File: config.mk
export PLATFORM = sky130hd
export DESIGN_NAME = enc_quad_gen_flat
export DESIGN_NICKNAME = d
export VERILOG_FILES = /design/src/rtl/enc_quad_gen_if.sv /design/src/rtl/enc_quad_gen.sv /design/src/flat_wrapper.sv
export SDC_FILE = /design/constraint.sdc
export NUM_CORES = 1
export LEC_CHECK = 0
export CAP_MARGIN = 20
export CORE_MARGIN = 4
export CORE_UTILIZATION = 58
export CTS_CLUSTER_SIZE = 25
export DETAILED_ROUTE_END_ITERATION = 16
export PLACE_DENSITY = 0.91
export SLEW_MARGIN = 30
export SYNTH_ARGS = -nofsm -noshare
export SYNTH_HDL_FRONTEND = slang
export SYNTH_SLANG_ARGS = --single-unit
File: constraint.sdc
create_clock -name clk -period 3.6 [get_ports clk]
set_input_delay 0.54 -clock clk [delete_from_list [all_inputs] [get_ports clk]]
set_output_delay 0.54 -clock clk [all_outputs]
set_load 0.1 [all_outputs]
File: src/rtl/enc_quad_gen_if.sv
// Bus bundle for the quadrature encoder generator: run/load controls in,
// quadrature/index/position status out.
interface enc_quad_gen_if #(
    parameter int CNT_W = 16
);
    logic             en;
    logic             load;
    logic [CNT_W-1:0] period;
    logic             dir;
    logic             a;
    logic             b;
    logic             z;
    logic             step;
    logic [CNT_W-1:0] pos;
    logic             period_err;

    // Stimulus / controller side
    modport master (
        output en, load, period, dir,
        input  a, b, z, step, pos, period_err
    );

    // Generator side
    modport slave (
        input  en, load, period, dir,
        output a, b, z, step, pos, period_err
    );
endinterface

File: src/rtl/enc_quad_gen.sv
// Programmable quadrature encoder signal generator. An interval timer
// produces one step every active_period cycles; each step walks the {a,b}
// ring one state in the active direction and moves the position counter
// modulo 4*PPR. Period/dir loads are staged in pending registers and take
// effect only at interval boundaries (or at once while disabled).
module enc_quad_gen #(
    parameter int CNT_W = 16,
    parameter int PPR   = 1000
) (
    input  logic         clk,
    input  logic         rst,
    enc_quad_gen_if.slave qif
);
    localparam int               POS_MOD  = 4 * PPR;
    localparam logic [CNT_W-1:0] POS_LAST = CNT_W'(POS_MOD - 1);
    localparam logic [CNT_W-1:0] PER_MIN  = CNT_W'(2);

    // {a,b} encoding doubles as the state value, so outputs come straight
    // from the state register.
    typedef enum logic [1:0] {
        Q00 = 2'b00,
        Q10 = 2'b10,
        Q11 = 2'b11,
        Q01 = 2'b01
    } quad_e;

    quad_e            state_q, state_d;
    logic [CNT_W-1:0] timer_q, timer_d;
    logic [CNT_W-1:0] act_per_q, act_per_d;
    logic             act_dir_q, act_dir_d;
    logic [CNT_W-1:0] pend_per_q, pend_per_d;
    logic             pend_dir_q, pend_dir_d;
    logic [CNT_W-1:0] pos_q, pos_d;
    logic             z_q, z_d;
    logic             step_q, step_d;
    logic             err_q, err_d;

    logic             tc;
    logic             ld_low;
    logic [CNT_W-1:0] ld_per;
    logic [CNT_W-1:0] pos_nxt;
    logic [1:0]       ab;

    // Terminal count of the running interval; active period is never < 2.
    assign tc = qif.en && (timer_q == (act_per_q - CNT_W'(1)));

    // Illegal periods are clamped to the minimum on the way into pending.
    assign ld_low = (qif.period < PER_MIN);
    assign ld_per = ld_low ? PER_MIN : qif.period;

    // Position one step away in the active direction, wrapping modulo 4*PPR.
    always_comb begin
        pos_nxt = pos_q;
        if (!act_dir_q) begin
            pos_nxt = (pos_q == POS_LAST) ? '0 : pos_q + CNT_W'(1);
        end else begin
            pos_nxt = (pos_q == '0) ? POS_LAST : pos_q - CNT_W'(1);
        end
    end

    // Quadrature state register.
    always_ff @(posedge clk or posedge rst) begin
        if (rst) begin
            state_q <= Q00;
        end else begin
            state_q <= state_d;
        end
    end

    // Quadrature next state: one ring position per step; a direction change
    // just reverses the walk, so only one bit ever toggles.
    always_comb begin
        state_d = state_q;
        if (tc) begin
            if (!act_dir_q) begin
                unique case (state_q)
                    Q00: state_d = Q10;
                    Q10: state_d = Q11;
                    Q11: state_d = Q01;
                    Q01: state_d = Q00;
                    default: state_d = Q00;
                endcase
            end else begin
                unique case (state_q)
                    Q00: state_d = Q01;
                    Q01: state_d = Q11;
                    Q11: state_d = Q10;
                    Q10: state_d = Q00;
                    default: state_d = Q00;
                endcase
            end
        end
    end

    // Timer, position, index, step strobe and period/dir staging.
    always_comb begin
        timer_d    = timer_q;
        act_per_d  = act_per_q;
        act_dir_d  = act_dir_q;
        pend_per_d = pend_per_q;
        pend_dir_d = pend_dir_q;
        pos_d      = pos_q;
        z_d        = z_q;
        step_d     = 1'b0;
        err_d      = err_q;

        if (!qif.en) begin
            // Disabled: restart the interval and let pending settle in.
            timer_d   = '0;
            act_per_d = pend_per_q;
            act_dir_d = pend_dir_q;
        end else if (tc) begin
            // Step boundary: the finished interval used the old settings;
            // a load on this same cycle governs the next interval directly.
            timer_d   = '0;
            step_d    = 1'b1;
            pos_d     = pos_nxt;
            z_d       = (pos_nxt == '0);
            act_per_d = qif.load ? ld_per  : pend_per_q;
            act_dir_d = qif.load ? qif.dir : pend_dir_q;
        end else begin
            timer_d = timer_q + CNT_W'(1);
        end

        if (qif.load) begin
            pend_per_d = ld_per;
            pend_dir_d = qif.dir;
            err_d      = ld_low;
        end
    end

    // Datapath registers.
    always_ff @(posedge clk or posedge rst) begin
        if (rst) begin
            timer_q    <= '0;
            act_per_q  <= PER_MIN;
            act_dir_q  <= 1'b0;
            pend_per_q <= PER_MIN;
            pend_dir_q <= 1'b0;
            pos_q      <= '0;
            z_q        <= 1'b0;
            step_q     <= 1'b0;
            err_q      <= 1'b0;
        end else begin
            timer_q    <= timer_d;
            act_per_q  <= act_per_d;
            act_dir_q  <= act_dir_d;
            pend_per_q <= pend_per_d;
            pend_dir_q <= pend_dir_d;
            pos_q      <= pos_d;
            z_q        <= z_d;
            step_q     <= step_d;
            err_q      <= err_d;
        end
    end

    assign ab             = state_q;
    assign qif.a          = ab[1];
    assign qif.b          = ab[0];
    assign qif.z          = z_q;
    assign qif.step       = step_q;
    assign qif.pos        = pos_q;
    assign qif.period_err = err_q;
endmodule

File: src/flat_wrapper.sv
// flat-port wrapper written by rule: the top's interface ports become plain ports
module enc_quad_gen_flat 
#(
    parameter int CNT_W = 16,
    parameter int PPR   = 1000
)
  (clk, rst, qif_en, qif_load, qif_period, qif_dir, qif_a, qif_b, qif_z, qif_step, qif_pos, qif_period_err);
  enc_quad_gen_if #(.CNT_W(CNT_W)) qif_i ();
  input  logic clk;
  input  logic rst;
  input wire logic [$bits(qif_i.en)-1:0] qif_en;
  input wire logic [$bits(qif_i.load)-1:0] qif_load;
  input wire logic [$bits(qif_i.period)-1:0] qif_period;
  input wire logic [$bits(qif_i.dir)-1:0] qif_dir;
  output wire logic [$bits(qif_i.a)-1:0] qif_a;
  output wire logic [$bits(qif_i.b)-1:0] qif_b;
  output wire logic [$bits(qif_i.z)-1:0] qif_z;
  output wire logic [$bits(qif_i.step)-1:0] qif_step;
  output wire logic [$bits(qif_i.pos)-1:0] qif_pos;
  output wire logic [$bits(qif_i.period_err)-1:0] qif_period_err;
  assign qif_i.en = qif_en;
  assign qif_i.load = qif_load;
  assign qif_i.period = qif_period;
  assign qif_i.dir = qif_dir;
  assign qif_a = qif_i.a;
  assign qif_b = qif_i.b;
  assign qif_z = qif_i.z;
  assign qif_step = qif_i.step;
  assign qif_pos = qif_i.pos;
  assign qif_period_err = qif_i.period_err;
  enc_quad_gen #(.CNT_W(CNT_W), .PPR(PPR)) u_core (.clk(clk), .rst(rst), .qif(qif_i));
endmodule
== Word-level counts from Yosys, hierarchy flattened ==
Cells that the tools add are included.

* Register bits after elaboration: 71
* Output and inout port bits: 21
* Latch bits: 0
* Memories kept: 0
* ROM bits: 0
* Bits in writable memories: 0
* Word-level logic and storage cells: 43

* Multipliers: 0
* Shifts and indexed selects: 0
* Reduce and logical (&&, ||, !) cells: 5
* Divide/modulo/power cells: 0
* Equal/unequal tests: 6
* Bitwise logic cells: 0
* Multiplexer cells: 17
* Add/subtract/negate cells: 4
* $lt $le $gt $ge: 1

{| class="wikitable"
|+ Operator list
! operator !! count
|-
| 16-bit 2-to-1 mux || 9
|-
| 16-bit by 1-bit adder with 16-bit output, second input constant || 2
|-
| 16-bit logical NOT || 2
|-
| 16-bit by 1-bit subtractor with 16-bit output, second input constant || 2
|-
| 16-bit by 12-bit equality test with 1-bit output, second input constant || 1
|-
| 16-bit equality test || 1
|-
| 16-bit by 2-bit less-than comparator with 1-bit output, second input constant || 1
|-
| 2-bit one-hot mux with 4 select lines || 2
|-
| 1-bit 2-to-1 mux || 5
|-
| 2-bit equality test, second input constant || 2
|-
| 2-bit by 1-bit equality test with 1-bit output, second input constant || 1
|-
| 2-bit logical NOT || 1
|-
| 2-bit 2-to-1 mux || 1
|-
| 2-bit by 1-bit != test with 1-bit output, second input constant || 1
|-
| 2-bit AND reduction || 1
|-
| 1-bit logical AND || 1
|}

== Logic depth before layout (Yosys ltp) ==
* Word-level depth: 5
* Depth in mapped cells: 13
* Gate-level depth less buffers: 10

== Worst setup path before layout ==
No wires, ideal clock.

* Path kind: register to register
* Start: register u_core.pos_q[3], in the netlist u_core.qif.pos[3]
* End: register u_core.z_q, in the netlist u_core.qif.z
* Setup time: 0.069 ns
* Path slack: 0.270 ns
* Cell stages (with the launch flop): 10
* Arrival time: 3.261 ns
* Cells stage by stage: dfrtp_1 > clkbuf_1 > nor3_1 > nand4_1 > or3_1 > mux2i_1 > or3_1 > or4bb_1 > nor4_1 > mux2_2

* Cells in the longest elaborated chain, start to end: 4
* Elaborated cells between the ends (all ways): 8

{| class="wikitable"
|+ Ends and longest elaborated chain
! what !! RTL line !! text
|-
| start: declaration || enc_quad_gen.sv:33 || <nowiki>logic [CNT_W-1:0] pos_q, pos_d;</nowiki>
|-
| start signal: assignment || enc_quad_gen.sv:150 || <nowiki>pos_q <= pos_d;</nowiki>
|-
| 16-bit by 1-bit adder with 16-bit output, or another cell as far along || enc_quad_gen.sv:55 || <nowiki>pos_nxt = (pos_q == POS_LAST) ? '0 : pos_q + CNT_W'(1);</nowiki>
|-
| 16-bit 2-to-1 mux (on tied branches) || enc_quad_gen.sv:55, enc_quad_gen.sv:57 ||
|-
| 16-bit 2-to-1 mux (*) || enc_quad_gen.sv:54 || <nowiki>if (!act_dir_q) begin</nowiki>
|-
| 16-bit logical NOT (*) || enc_quad_gen.sv:118 || <nowiki>z_d = (pos_nxt == '0);</nowiki>
|-
| end signal: assignment || enc_quad_gen.sv:151 || <nowiki>z_q <= z_d;</nowiki>
|-
| end: declaration || enc_quad_gen.sv:34 || <nowiki>logic z_q, z_d;</nowiki>
|}

Every way passes the cells marked *; elsewhere a longest branch is shown, timed or not.
A chain may end at the register's enable or synchronous reset.

== Worst setup path after layout ==
* Start: register u_core.act_per_q[0]
* End: register u_core.act_per_q[12]

* Cells in the longest elaborated chain, start to end: 4

{| class="wikitable"
|+ Ends and longest elaborated chain
! what !! RTL line !! text
|-
| start: declaration || enc_quad_gen.sv:29 || <nowiki>logic [CNT_W-1:0] act_per_q, act_per_d;</nowiki>
|-
| start signal: assignment || enc_quad_gen.sv:146 || <nowiki>act_per_q <= act_per_d;</nowiki>
|-
| 16-bit by 1-bit subtractor with 16-bit output || enc_quad_gen.sv:45 || <nowiki>assign tc = qif.en && (timer_q == (act_per_q - CNT_W'(1)));</nowiki>
|-
| 16-bit equality test || enc_quad_gen.sv:45 ||
|-
| 1-bit logical AND || enc_quad_gen.sv:45 ||
|-
| 2-bit by 1-bit != test with 1-bit output (no source line) || n/a ||
|}

Every way passes these cells.

==> impl_metrics.tcl <==
set metrics [dict create \
    status "finished, final reports clean" \
    finalCriticalPeriod_ns 3.23 \
    synth_top_area_share_pct 37.8 \
    reg2reg_slack_ns 0.37 \
    synth-edff-count 0 \
    cp_max_fo 19 \
    clk_latency_ns 0.36 \
    tns_ns 0 \
    ant_nets 0 \
    dp_worst_setup_slack_ns 0.420 \
    fmax_mhz 310 \
    top_usage_layer "met2" \
    yosys_most_used_dff "dfrtp_1" \
    root_buffer "clkbuf_8" \
    hold_viol 0 \
    die_h_um 96.7 \
    p_clk_share_pct 31.8 \
    clkSinkCount 71 \
    post_cts_resized 0 \
    rows 32 \
    seq_power_share_pct 49.2 \
    worst-endpoint-arrival_ns 3.46 \
    syn_inst 473 \
    setup_viol 0 \
    die_w_um 96.7 \
    antenna_found_initial 0 \
    fin_crit_sh_pct 89.6 \
    grt_max_degree 32 \
    vias_per_cell 6.34 \
    yosysTopAreaCell "dfrtp_1" \
    synth-seq-cells 71 \
    fillCellCount 588 \
    hold_path.class "in -> async" \
    cts_max_path_buffers 2 \
    regArea_sq_um 1780 \
    dp_hpwl_um 7880 \
    yosysSeqAreaShare_pct 38.9 \
    htree_num_levels 3 \
    n_antenna_cell 0 \
    finalMaxSlewViolations 0 \
    grtUsageMet1_pct 32.3 \
    ios 42 \
    vdd_drop_max_uv 336 \
    initial_core_util_pct 59.4 \
    dieArea_sq_um 9360 \
    final_common_cell "dfrtp_1" \
    layout.nets 533 \
    cts_made_buffers 9 \
    vias 3891 \
    routabilityCongestion 0.937 \
    rsz0062_at_grt "no" \
    switching_power_mw 0.565 \
    ys_async_sr_fraction_pct 100 \
    drive_above_1_share_pct 17.6 \
    cap_violations 0 \
    synthTopCellsByArea "dfrtp_1 38%, mux2_2 9.4%, mux2_4 4.6%" \
    global_route.usage.met3_pct 4.47 \
    area_delta_synth_final_pct 14.8 \
    drcViolationCount 0 \
    netlist-cell-type-count 63 \
    drtPass1Iterations 6 \
    internal_power_mw 1.29 \
    max_slew_margin_pct 33.3 \
    p_comb_share_pct 19.0 \
    gr-usage-all-layers_pct 23.2 \
    post_cts_buffers 0 \
    worst_r2r_endpoint "u_core.act_per_q[12]" \
    powerDensity_nw_per_um2 354 \
    multi_input_area_sq_um 2610 \
    synth_nets 499 \
    tightest_slew_ns 0.997 \
    path_class "reg -> reg" \
    reg2reg_from "u_core.act_per_q[0]" \
    worstPathRequired_ns 3.83 \
    cp-end-kind "flop" \
    synth_warnings 0 \
    core_area_sq_um 7690 \
    finalWorstSetupSlack_ns 0.373 \
    leakagePower_nw 2.20 \
    wl_per_cell_um 17.4 \
    grt_pass1_wl_um 18100 \
    drt_wl_total_um 10700 \
    rr_worst_depth 10 \
    synthesis.area_sq_um 4570 \
    grt_pass1_vias 3780 \
    critPathLaunchType "flop" \
    globalRoute.totalOverflow 0 \
    avgSynthCellArea_sq_um 9.66 \
    cts.reportedPaths.clkPinSlew_ns 0.08 \
    final_cell_mix "69 x dfrtp_1, 41 x clkdlybuf4s50_1, 38 x mux2_2, 37 x nor2_1, 32 x nand2_1" \
    cts_tree "done" \
    hold_buffers 0 \
    gr-usage-met2_pct 36.5 \
    portBuffers 41 \
    p_sw_share_pct 30.4 \
    drt_iter0_drc 273 \
    clock_skew_ns 0.0116 \
]
cells in the mapped netlist (4+ instances only):
master / instances
mux2_2: 38
or3_1: 8
a21oi_1: 18
mux2_4: 14
nand4_1: 14
o211ai_1: 4
xor2_1: 18
nand2_1: 32
clkbuf_1: 24
xnor2_1: 22
a22o_1: 7
inv_1: 14
dfrtp_1: 69
ha_1: 5
o21ai_0: 22
nand3_1: 17
nor2_1: 37
nor3_1: 14
nor4b_1: 5
nor4_1: 15
and3_1: 6
o22ai_1: 7
final cells by class:
| type | instances | area share [%] |
|---|---|---|
| multi-input combinational | 359 | 49.8 |
| sequential | 71 | 33.9 |
| timing repair buffer | 51 | 9.26 |
| clock buffer | 10 | 2.63 |
| tap | 102 | 2.43 |
| inverter | 15 | 1.07 |
| clock inverter | 6 | 0.883 |
logic make-up after synthesis:
logic type                 count (synthesis)  share of synthesized area [%]
DFF                                       71                           38.9
adders and majority gates                  5                           1.37
AOI/OAI and AO/OA                         84                           12.2
muxes                                     55                           14.6
and+or+nand+nor                          175                           21.3
buffers and inverters                     43                           3.92
xor gates and xnor gates                  40                           7.67
worst max-delay path by stage:
stage | startpoint | to | depth (start not counted)
2_1_floorplan | u_core.qif.pos[3] | u_core.qif.z | 9
5_1_grt | u_core.act_per_q[0] | u_core.timer_q[4] | 10
3_5_place_dp | u_core.act_per_q[0] | u_core.act_per_q[13] | 10
4_1_cts | u_core.act_per_q[0] | u_core.act_per_q[12] | 10
6_report | u_core.act_per_q[0] | u_core.act_per_q[12] | 10
3_3_place_gp | u_core.act_per_q[0] | u_core.act_per_q[0] | 10
state kept, by name, summed over array words and instances, names as in the netlist:
name and cells:
u_core.act_per_q 16, u_core.pend_per_q 16, u_core.qif.pos 16, u_core.timer_q 16, u_core.ab 2, u_core.act_dir_q 1, u_core.pend_dir_q 1, u_core.qif.period_err 1
u_core.qif.step 1, u_core.qif.z 1
power groups by stage:
stage,Sequential [mW],Combinational [mW],Clock [mW]
after floorplan,0.908,0.267,0
after global placement,0.923,0.333,0
after detailed placement,0.927,0.347,0
after CTS,0.912,0.348,0.595
after global routing,0.920,0.383,0.632
final,0.913,0.352,0.590
stage by stage:
stage	total power, mW	instance area [sq um]	util [%]	hold slack (ns)	std cells
finish	1.86	5240	68.2	0.482	614
global route	1.94	5240	68.2	0.527	614
CTS	1.85	5240	68.2	0.512	614
detailed placement	1.27	5060	65.8	0.493	598
global placement	1.26	5060	65.8	0.481	598
floorplan	1.17	4570	-	0.477	473
critical path, stage by stage (launching register included):
cell and delay (ns):
dfrtp_1 0.47, inv_1 0.09, ha_1 0.27, nor4b_2 0.42, nand3_1 0.26, xnor2_1 0.22, o211ai_1 0.10, mux2_2 0.33
nand3_4 0.29, mux2_2 0.38, mux2_2 0.27
metal layers:
layer  wire, um  part of all wire [%]
met5          0                     0
met4        184                   1.7
met3        743                   7.0
met2       4980                    47
met1       4750                    45
No activity file was read; power rests on OpenSTA's default activity.
